`src/rtl/position_integrator_pkg.sv`:
```
// Shared types and constants for the multi-channel serial position integrator.
//   state_e          : FSM encoding (idle / bit-serial shift / commit)
//   DefaultWidth     : default position and delta width
//   DefaultChannels  : default number of position channels
//   sat_max/sat_min  : saturation patterns for a given width (up to 64 bits)
//   cnt_width()      : bit-counter width for a given operand width
package position_integrator_pkg;

  typedef enum logic [1:0] {
    StIdle,
    StShift,
    StDone
  } state_e;

  localparam int unsigned DefaultWidth    = 8;
  localparam int unsigned DefaultChannels = 4;

  // Largest positive two's-complement value, right-aligned in 64 bits.
  function automatic logic [63:0] sat_max(input int unsigned width);
    sat_max = (64'd1 << (width - 1)) - 64'd1;
  endfunction

  // Most negative two's-complement value, right-aligned in 64 bits.
  function automatic logic [63:0] sat_min(input int unsigned width);
    sat_min = 64'd1 << (width - 1);
  endfunction

  // Counter must index bits 0..width-1; never narrower than one bit.
  function automatic int unsigned cnt_width(input int unsigned width);
    cnt_width = (width > 1) ? $clog2(width) : 1;
  endfunction

endpackage

```
`src/rtl/serial_adder_bit.sv`:
```
// One full-adder slice with a registered carry for LSB-first serial addition.
//   clk, rst_n : clock and asynchronous active-low reset
//   load       : clears the carry ahead of a new operation
//   en         : advances the carry by one bit position
//   a, b       : operand bits for the current position
//   sum        : a ^ b ^ carry
//   c_in       : carry into the current bit position
//   c_next     : carry out of the current bit position
module serial_adder_bit (
  input  logic clk,
  input  logic rst_n,
  input  logic load,
  input  logic en,
  input  logic a,
  input  logic b,
  output logic sum,
  output logic c_in,
  output logic c_next
);

  logic c_q;

  assign c_in   = c_q;
  assign sum    = a ^ b ^ c_q;
  assign c_next = (a & b) | (c_q & (a ^ b));

  always_ff @(posedge clk or negedge rst_n) begin
    if (!rst_n) begin
      c_q <= 1'b0;
    end else if (load) begin
      c_q <= 1'b0;
    end else if (en) begin
      c_q <= c_next;
    end
  end

endmodule

```
`src/rtl/position_integrator.sv`:
```
// Multi-channel signed position accumulator with a bit-serial adder.
//   clk, rst_n          : clock, asynchronous active-low reset
//   in_valid/in_ready   : request handshake; ready only while idle
//   ch_sel, delta       : one-hot target channel and signed increment
//   clear_all           : synchronous clear of all channels, aborts any op
//   out_valid           : one-cycle pulse when a result is committed
//   out_ch/out_pos      : committed channel and new position (held afterwards)
//   out_sat             : committed result was clamped
//   err                 : one-cycle pulse for an accepted illegal ch_sel
//   pos_flat            : all stored positions, channel i at [i*WIDTH +: WIDTH]
module position_integrator
  import position_integrator_pkg::*;
#(
  parameter int unsigned WIDTH    = DefaultWidth,
  parameter int unsigned CHANNELS = DefaultChannels,
  parameter bit          SAT_EN   = 1'b1
) (
  input  logic                      clk,
  input  logic                      rst_n,
  input  logic                      in_valid,
  output logic                      in_ready,
  input  logic [CHANNELS-1:0]       ch_sel,
  input  logic [WIDTH-1:0]          delta,
  input  logic                      clear_all,
  output logic                      out_valid,
  output logic [CHANNELS-1:0]       out_ch,
  output logic [WIDTH-1:0]          out_pos,
  output logic                      out_sat,
  output logic                      err,
  output logic [CHANNELS*WIDTH-1:0] pos_flat
);

  localparam int unsigned     CntW   = cnt_width(WIDTH);
  localparam logic [CntW-1:0] CntMax = CntW'(WIDTH - 1);
  localparam logic [WIDTH-1:0]    SatMax = WIDTH'(sat_max(WIDTH));
  localparam logic [WIDTH-1:0]    SatMin = WIDTH'(sat_min(WIDTH));
  localparam logic [CHANNELS-1:0] ChOne  = CHANNELS'(1);

  state_e state_q, state_d;

  logic [WIDTH-1:0]    pos_q [CHANNELS];
  logic [WIDTH-1:0]    a_q, b_q, res_q;
  logic                b_neg_q;
  logic [CHANNELS-1:0] ch_q;
  logic [CntW-1:0]     cnt_q;
  logic                c_msb_q, c_out_q;
  logic                err_q;
  logic [WIDTH-1:0]    out_pos_q;
  logic [CHANNELS-1:0] out_ch_q;
  logic                out_sat_q;

  logic             hs, sel_legal, last_bit;
  logic [WIDTH-1:0] rd_pos, done_pos;
  logic             sat_hit;
  logic             sum_bit, c_in_bit, c_next_bit;

  assign in_ready  = (state_q == StIdle);
  assign hs        = in_valid & in_ready;
  assign sel_legal = (ch_sel != '0) && ((ch_sel & (ch_sel - ChOne)) == '0);
  assign last_bit  = (cnt_q == CntMax);

  // One-hot read mux; only meaningful when sel_legal.
  always_comb begin
    rd_pos = '0;
    for (int i = 0; i < CHANNELS; i++) begin
      if (ch_sel[i]) rd_pos = rd_pos | pos_q[i];
    end
  end

  serial_adder_bit u_adder (
    .clk    (clk),
    .rst_n  (rst_n),
    .load   (hs | clear_all),
    .en     (state_q == StShift),
    .a      (a_q[0]),
    .b      (b_q[0]),
    .sum    (sum_bit),
    .c_in   (c_in_bit),
    .c_next (c_next_bit)
  );

  // Overflow only happens when both operands share a sign, so B's sign picks the clamp.
  assign sat_hit  = SAT_EN && (c_msb_q ^ c_out_q);
  assign done_pos = sat_hit ? (b_neg_q ? SatMin : SatMax) : res_q;

  always_comb begin
    state_d = state_q;
    unique case (state_q)
      StIdle:  if (hs && sel_legal) state_d = StShift;
      StShift: if (last_bit) state_d = StDone;
      StDone:  state_d = StIdle;
      default: state_d = StIdle;
    endcase
    if (clear_all) state_d = StIdle;
  end

  always_ff @(posedge clk or negedge rst_n) begin
    if (!rst_n) begin
      state_q <= StIdle;
      err_q   <= 1'b0;
    end else begin
      state_q <= state_d;
      err_q   <= hs && !sel_legal && !clear_all;
    end
  end

  always_ff @(posedge clk or negedge rst_n) begin
    if (!rst_n) begin
      for (int i = 0; i < CHANNELS; i++) pos_q[i] <= '0;
      a_q       <= '0;
      b_q       <= '0;
      res_q     <= '0;
      b_neg_q   <= 1'b0;
      ch_q      <= '0;
      cnt_q     <= '0;
      c_msb_q   <= 1'b0;
      c_out_q   <= 1'b0;
      out_pos_q <= '0;
      out_ch_q  <= '0;
      out_sat_q <= 1'b0;
    end else if (clear_all) begin
      for (int i = 0; i < CHANNELS; i++) pos_q[i] <= '0;
      cnt_q <= '0;
    end else begin
      unique case (state_q)
        StIdle: begin
          if (hs && sel_legal) begin
            a_q     <= rd_pos;
            b_q     <= delta;
            b_neg_q <= delta[WIDTH-1];
            ch_q    <= ch_sel;
            cnt_q   <= '0;
          end
        end
        StShift: begin
          a_q   <= a_q >> 1;
          b_q   <= b_q >> 1;
          res_q <= {sum_bit, res_q[WIDTH-1:1]};
          cnt_q <= cnt_q + CntW'(1);
          if (last_bit) begin
            c_msb_q <= c_in_bit;
            c_out_q <= c_next_bit;
          end
        end
        StDone: begin
          for (int i = 0; i < CHANNELS; i++) begin
            if (ch_q[i]) pos_q[i] <= done_pos;
          end
          out_pos_q <= done_pos;
          out_ch_q  <= ch_q;
          out_sat_q <= sat_hit;
        end
        default: ;
      endcase
    end
  end

  // Results are visible during DONE and held from the registers afterwards.
  assign out_valid = (state_q == StDone);
  assign out_pos   = out_valid ? done_pos : out_pos_q;
  assign out_ch    = out_valid ? ch_q : out_ch_q;
  assign out_sat   = out_valid ? sat_hit : out_sat_q;
  assign err       = err_q;

  for (genvar g = 0; g < CHANNELS; g++) begin : g_flat
    assign pos_flat[g*WIDTH +: WIDTH] = pos_q[g];
  end

endmodule

```
`config.mk`:
```
export PLATFORM = sky130hd
export DESIGN_NAME = position_integrator
export DESIGN_NICKNAME = d
export VERILOG_FILES = /design/src/rtl/position_integrator_pkg.sv /design/src/rtl/serial_adder_bit.sv /design/src/rtl/position_integrator.sv
export SDC_FILE = /design/constraint.sdc
export NUM_CORES = 1
export LEC_CHECK = 0
export ABC_AREA = 0
export CORE_MARGIN = 1.5
export CORE_UTILIZATION = 35
export CTS_BUF_LIST = sky130_fd_sc_hd__clkbuf_16
export CTS_CLUSTER_SIZE = 8
export DETAILED_ROUTE_END_ITERATION = 10
export DONT_BUFFER_PORTS = 1
export HOLD_SLACK_MARGIN = 0.08
export PLACE_DENSITY = 0.52
export SYNTH_ARGS = -nofsm -noshare
export SYNTH_HDL_FRONTEND = slang
export SYNTH_SLANG_ARGS = --single-unit
```
`constraint.sdc`:
```
create_clock -name clk -period 3.8 [get_ports clk]
set_input_delay 0.19 -clock clk [delete_from_list [all_inputs] [get_ports clk]]
set_output_delay 0.19 -clock clk [all_outputs]
set_load 0.05 [all_outputs]
```
-- Yosys cells after proc, flatten, opt, wreduce, memory -nomap -nowiden
Index checks and enable logic that the tools add are counted.
- flip-flop bits (word level): 83
- latch bits: 0
- memory bits (writable): 0
- memory bits (read-only): 0
- input port bits: 16
- logic and storage cells: 94
- memories: 0
- add/subtract/negate cells: 2
- $mul: 0
- divide/modulo/power cells: 0
- order comparisons: 0
- equal/unequal tests: 6
- shift operators: 0
- multiplexer cells: 28
- bitwise logic cells: 13
- reductions and logical operators: 27
- operators by type and width (operator ; number):
    $mux W8 ; 13
    $mux W32 ; 2
    $pmux W8 S2 ; 2
    $or A8 B8 Y8 ; 3
    $reduce_and A2 Y1 ; 7
    $reduce_bool A2 Y1 ; 7
    $reduce_and A3 Y1 ; 3
    $mux W2 ; 3
    $mux W3 ; 2
    $pmux W3 S2 ; 1
    $and A4 B4 Y4 ; 1
    $logic_and A1 B1 Y1 ; 4
    $logic_not A4 Y1 ; 1
    $mux W4 ; 1
    $pmux W2 S2 ; 1
    $reduce_bool A4 Y1 ; 1
    $sub A4 B1 Y4 const B ; 1
    $add A3 B1 Y3 const B ; 1
    $and A1 B1 Y1 ; 3
    $eq A3 B3 Y1 const B ; 1
    $mux W1 ; 3
    $ne A3 B1 Y1 const B ; 1
    $ne A3 B3 Y1 const B ; 1
    $reduce_bool A3 Y1 ; 1
    other kinds (8) ; 12

-- Depth between registers and ports, before layout
- word-level depth: 9
- mapped depth: 8
- depth with buffers taken out: 5

-- Modules after synthesis
A second synthesis with hierarchy kept.
- cells, all modules: 336
- area total of the unflattened synthesis: 3828.7 um2
- by module, submodules not included (module ; instances ; cells an instance ; area an instance (um2) ; sequential area each (um2)):
    position_integrator ; 1 ; 332 ; 3769.9 ; 2052.0
    serial_adder_bit ; 1 ; 4 ; 58.8 ; 25.0

-- Worst setup path before layout
Ideal clock, no wire load.
- kind: register -> output
- from: reg c_out_q
- to: out out_pos[0]
- arrival time: 2.170 ns
- required time: 3.610 ns
- path slack: 1.440 ns
- cell stages (with the launch flop): 5
- path buffers: 0
- cells stage by stage: dfrtp_1 > xnor2_2 > nor2_1 > a21oi_1 > o21ai_0
- word-level cells in the longest chain between the ends: 3
- ends and longest elaborated chain (what ; RTL line ; RTL):
    start, declared ; position_integrator.sv:46 ; logic c_msb_q, c_out_q;
    start signal, assigned ; position_integrator.sv:142 ; c_out_q <= c_next_bit;
    $xor A1 B1 Y1 ; position_integrator.sv:83 ; assign sat_hit = SAT_EN && (c_msb_q ^ c_out_q);
    $mux W8 ; position_integrator.sv:84 ; assign done_pos = sat_hit ? (b_neg_q ? SatMin : SatMax) : res_q;
    $mux W8 ; -- ;
    end, declared ; position_integrator.sv:27 ; output logic [WIDTH-1:0] out_pos,
No other way between the ends.

-- Final worst setup path
- from: reg state_q[0]
- to: out out_ch[2]
- word-level cells in the longest chain between the ends: 2
- ends and longest elaborated chain (what ; RTL line ; RTL):
    start, declared ; position_integrator.sv:39 ; state_e state_q, state_d;
    start signal, assigned ; position_integrator.sv:99 ; state_q <= StIdle;
    start signal, assigned ; position_integrator.sv:102 ; state_q <= state_d;
    $eq A2 B2 Y1 ; position_integrator.sv:159 ; assign out_valid = (state_q == StDone);
    via out_valid ; position_integrator.sv:25 ; output logic out_valid,
    $mux W4 ; -- ;
    end, declared ; position_integrator.sv:26 ; output logic [CHANNELS-1:0] out_ch,
The timed path passes the listed nets, and every way through them passes these cells.

==> key figures <==
Pwr
  • Peak VDD IR: roughly 230 uV
  • Leak: slightly below 2 nW
  • Sequential share of power: a little under half
  • Net Sw Power: 0.5918 mW
  • Clk pwr share: between 30% and 40%
  • PnR Total Power: roughly 2.2 mW
  • Net switching share of the total power: between 20% and 30%
  • P_int: 1.596 mW
  • PwrDens: between 500 and 600 nW/um^2
  • Combinational power share: a little over an eighth

Global routing
  • Global routing usage on met2: slightly below 30%
  • Met3 Track Usage GR: ~4.5%
  • Global route hottest layer: met2
  • Vias in the first global route: 2620
  • First-pass GRT wire length: about 15 mm
  • Antenna violations before repair: 0
  • Gr ovfl total: 0
  • Global Route Usage Sum: between 15 and 20%
  • Global routing usage on met1: a little over a fifth
  • Largest net degree at the start of global routing: 84

Route
  • Residual DRC: 0
  • Vias per cell: roughly 5.3
  • Drt pass-1 iters: 4
  • Antenna-violating nets left: 0
  • Iteration-0 DRC Markers: 83
  • DR WL/cell: ~19 um
  • Vias: around 2700
  • Final WL: about 9.5 mm

Floorplanning
  • I/O Pins: 64
  • Core ar.: around 11000 um^2
  • Die ar.: around 12000 um^2
  • Die Ht: around 110 um
  • Die Wd: ~110 um
  • Starting Density: 35.72%
  • Row Count: 38

Worst setup path
  • CP peak stage delay: between 0.5 and 0.6 ns
  • Worst Setup End Kind: output port
  • Critical-path cell with the highest stage delay: and2_1
  • CP max FO: 21
  • CP arrival: between 2 and 3 ns
  • Crit-path cells: nand2b_1 -> buf_4 -> inv_2 -> and2_1 -> a21o_1
  • Critical path class: register to output port
  • Top delay family on crit path: simple AND/OR/NAND/NOR gates
  • Required time of the critical path: between 3 and 4 ns
  • Crit path buffers/inverters: 2
  • CP Launch Type: register

Timing
  • Max-Slew Margin vs Limit: between 20 and 25%
  • Final period utilization: between 70 and 80%
  • RSZ-0062 raised after global routing: false
  • Peak Freq: ~0.37 GHz
  • Worst hold slack: slightly below 0.08 ns
  • Pins over their slew limit: 0
  • Total Neg Setup Slack: 0 ns
  • Final Hold Vio Count: 0
  • Finish-stage setup viols: 0
  • Clk_skew: 0.003841 ns
  • Tmin final: approximately 2.7 ns
  • Slew @ Worst Pin: about 1.2 ns

Finish
  • Finished layout cell area: around 4300 um^2
  • Commonest non-fill, non-tap cells in the layout: dfrtp_1, nor2_1, nand2_1, a211oi_1, mux2_2
  • P&R area growth vs syn: 12.17%
  • Multi-input logic area: 1592 um^2
  • Fillers: ~1000
  • Nets@finish: 374
  • Share of post-route cells with drive strength above 1: between 15 and 20%
  • Diodes inserted: 0
  • Commonest non-fill, non-tap cell in the layout: dfrtp_1
  • Post-route insts no fill: 500
  • Register Area: ~2100 um^2

Run status
  • Status: finished, final reports clean

CTS
  • Clk buf depth: 2
  • CTS tree: built
  • Clock Sink Count: 83
  • Root Driver: clkbuf_16
  • # H-tree levels: 3
  • TritonCTS buffer count: 9
  • Worst-path clk slew: about 0.060 ns
  • Clk_lat worst skew: about 0.34 ns
  • Post-cts sizing count: 0

Synthesis
  • Register area share after synthesis: a little over half
  • Post-synthesis sequential element count: 83
  • Ys Warns: 0
  • Main synth FF type: dfrtp_1
  • Synth async-reset ratio: 100.0%
  • Mean Syn Cell Area: between 10 and 15 um^2
  • Number of flops mapped to enable cells by yosys: 0
  • Post-Syn Area: about 3900 um^2
  • Synthesized instance count: ~360
  • Distinct cells, synth: 46
  • Synth area leader: dfrtp_1
  • Syn_nets: between 300 and 400
  • Synth area leaders: dfrtp_1, mux2_2, a211oi_1
  • Post-synth top area share: around 54%

Placed design
  • Port bufs: 0
  • Gpl congestion: between 0.7 and 0.8
  • Post-Place Cells: approximately 470
  • Detailed placement HPWL: around 6.4 mm
  • Area post-placement: a little under 4000 um^2

Flow run
  • Max Cap Viol: 0

Hold path
  • HP Class: input port to register
logic make-up after synthesis:
family          share of synthesized area [%]
compound gates                          17.40
xor+xnor                               0.6493
fa+ha+maj                               1.168
buf+inv                                 4.836
flops                                   53.88
mux                                     10.09
simple gates                            11.98
power by group through the flow:
stage / clock, mW / combinational [mW] / sequential [mW]
3_5_place_dp: 0 / 0.250 / 1.06
2_1_floorplan: 0 / 0.204 / 1.03
3_3_place_gp: 0 / 0.246 / 1.05
5_1_grt: 0.922 / 0.313 / 1.05
4_1_cts: 0.880 / 0.290 / 1.04
6_report: 0.865 / 0.284 / 1.04
repair_timing:
item	CTS	global route
endpoints found under the hold margin	128	0
hold buffers	10	0
endpoints found under the setup margin	0	0
buffers inserted	0	0
path summary, 6_finish.rpt:
kind	from	endpoint	slack (ns)	cells after the start
worst min register to register	a_q[7]	a_q[7]	0.49	1
worst min-delay path	ch_sel[2]	a_q[7]	0.08	2
max in group asynchronous	rst_n	pos_flat[3]	3.06	2
worst max-delay path	state_q[0]	out_ch[2]	1.08	5
worst max register to register	state_q[0]	pos_flat[16]	1.59	6
min in group asynchronous	rst_n	out_pos_q[4]	0.42	2
cell usage after synthesis, types with 2 or more instances:
| library cell | count |
|---|---|
| o21ai_0 | 12 |
| nand2b_1 | 2 |
| ha_1 | 2 |
| inv_1 | 7 |
| clkbuf_1 | 9 |
| a211oi_1 | 32 |
| nor2_1 | 54 |
| mux2_2 | 23 |
| dfrtp_1 | 83 |
| a31oi_1 | 6 |
| buf_2 | 8 |
| a22oi_1 | 14 |
| o32ai_1 | 2 |
| o2bb2ai_1 | 2 |
| buf_4 | 7 |
| nand3b_1 | 2 |
| nand2_1 | 32 |
| a21oi_1 | 18 |
| mux2i_1 | 4 |
| mux2_4 | 6 |
| and2_1 | 4 |
| a21o_1 | 4 |
sequential cells by signal, indices dropped and copies added, names as in the netlist, 2 cells and up:
signal / count
res_q: 8
a_q: 8
ch_q: 4
out_pos_q: 8
cnt_q: 3
out_ch_q: 4
b_q: 8
pos_flat: 32
state_q: 2
layer usage:
metal | share of wire [%] | wire length, um
met4 | 2.1 | 201
met5 | 0 | 0
met1 | 42 | 3945
met2 | 52 | 4877
met3 | 4.7 | 445
layout make-up:
cell class	instances	share of cell area, %
inverter	8	0.6944
multi-input combinational	239	36.81
clock buffer	9	5.208
tap	140	4.051
clock inverter	7	1.562
timing repair buffer	14	3.646
sequential	83	48.03
metrics by stage:
stage                     util [%]  worst slack [ns]
after CTS                    40.06             1.061
after floorplan                  -             1.440
after global routing         40.06            0.9421
after global placement       36.17             1.458
final                        40.06             1.080
after detailed placement     36.17             1.432
No activity file was read; power rests on OpenSTA's default activity.
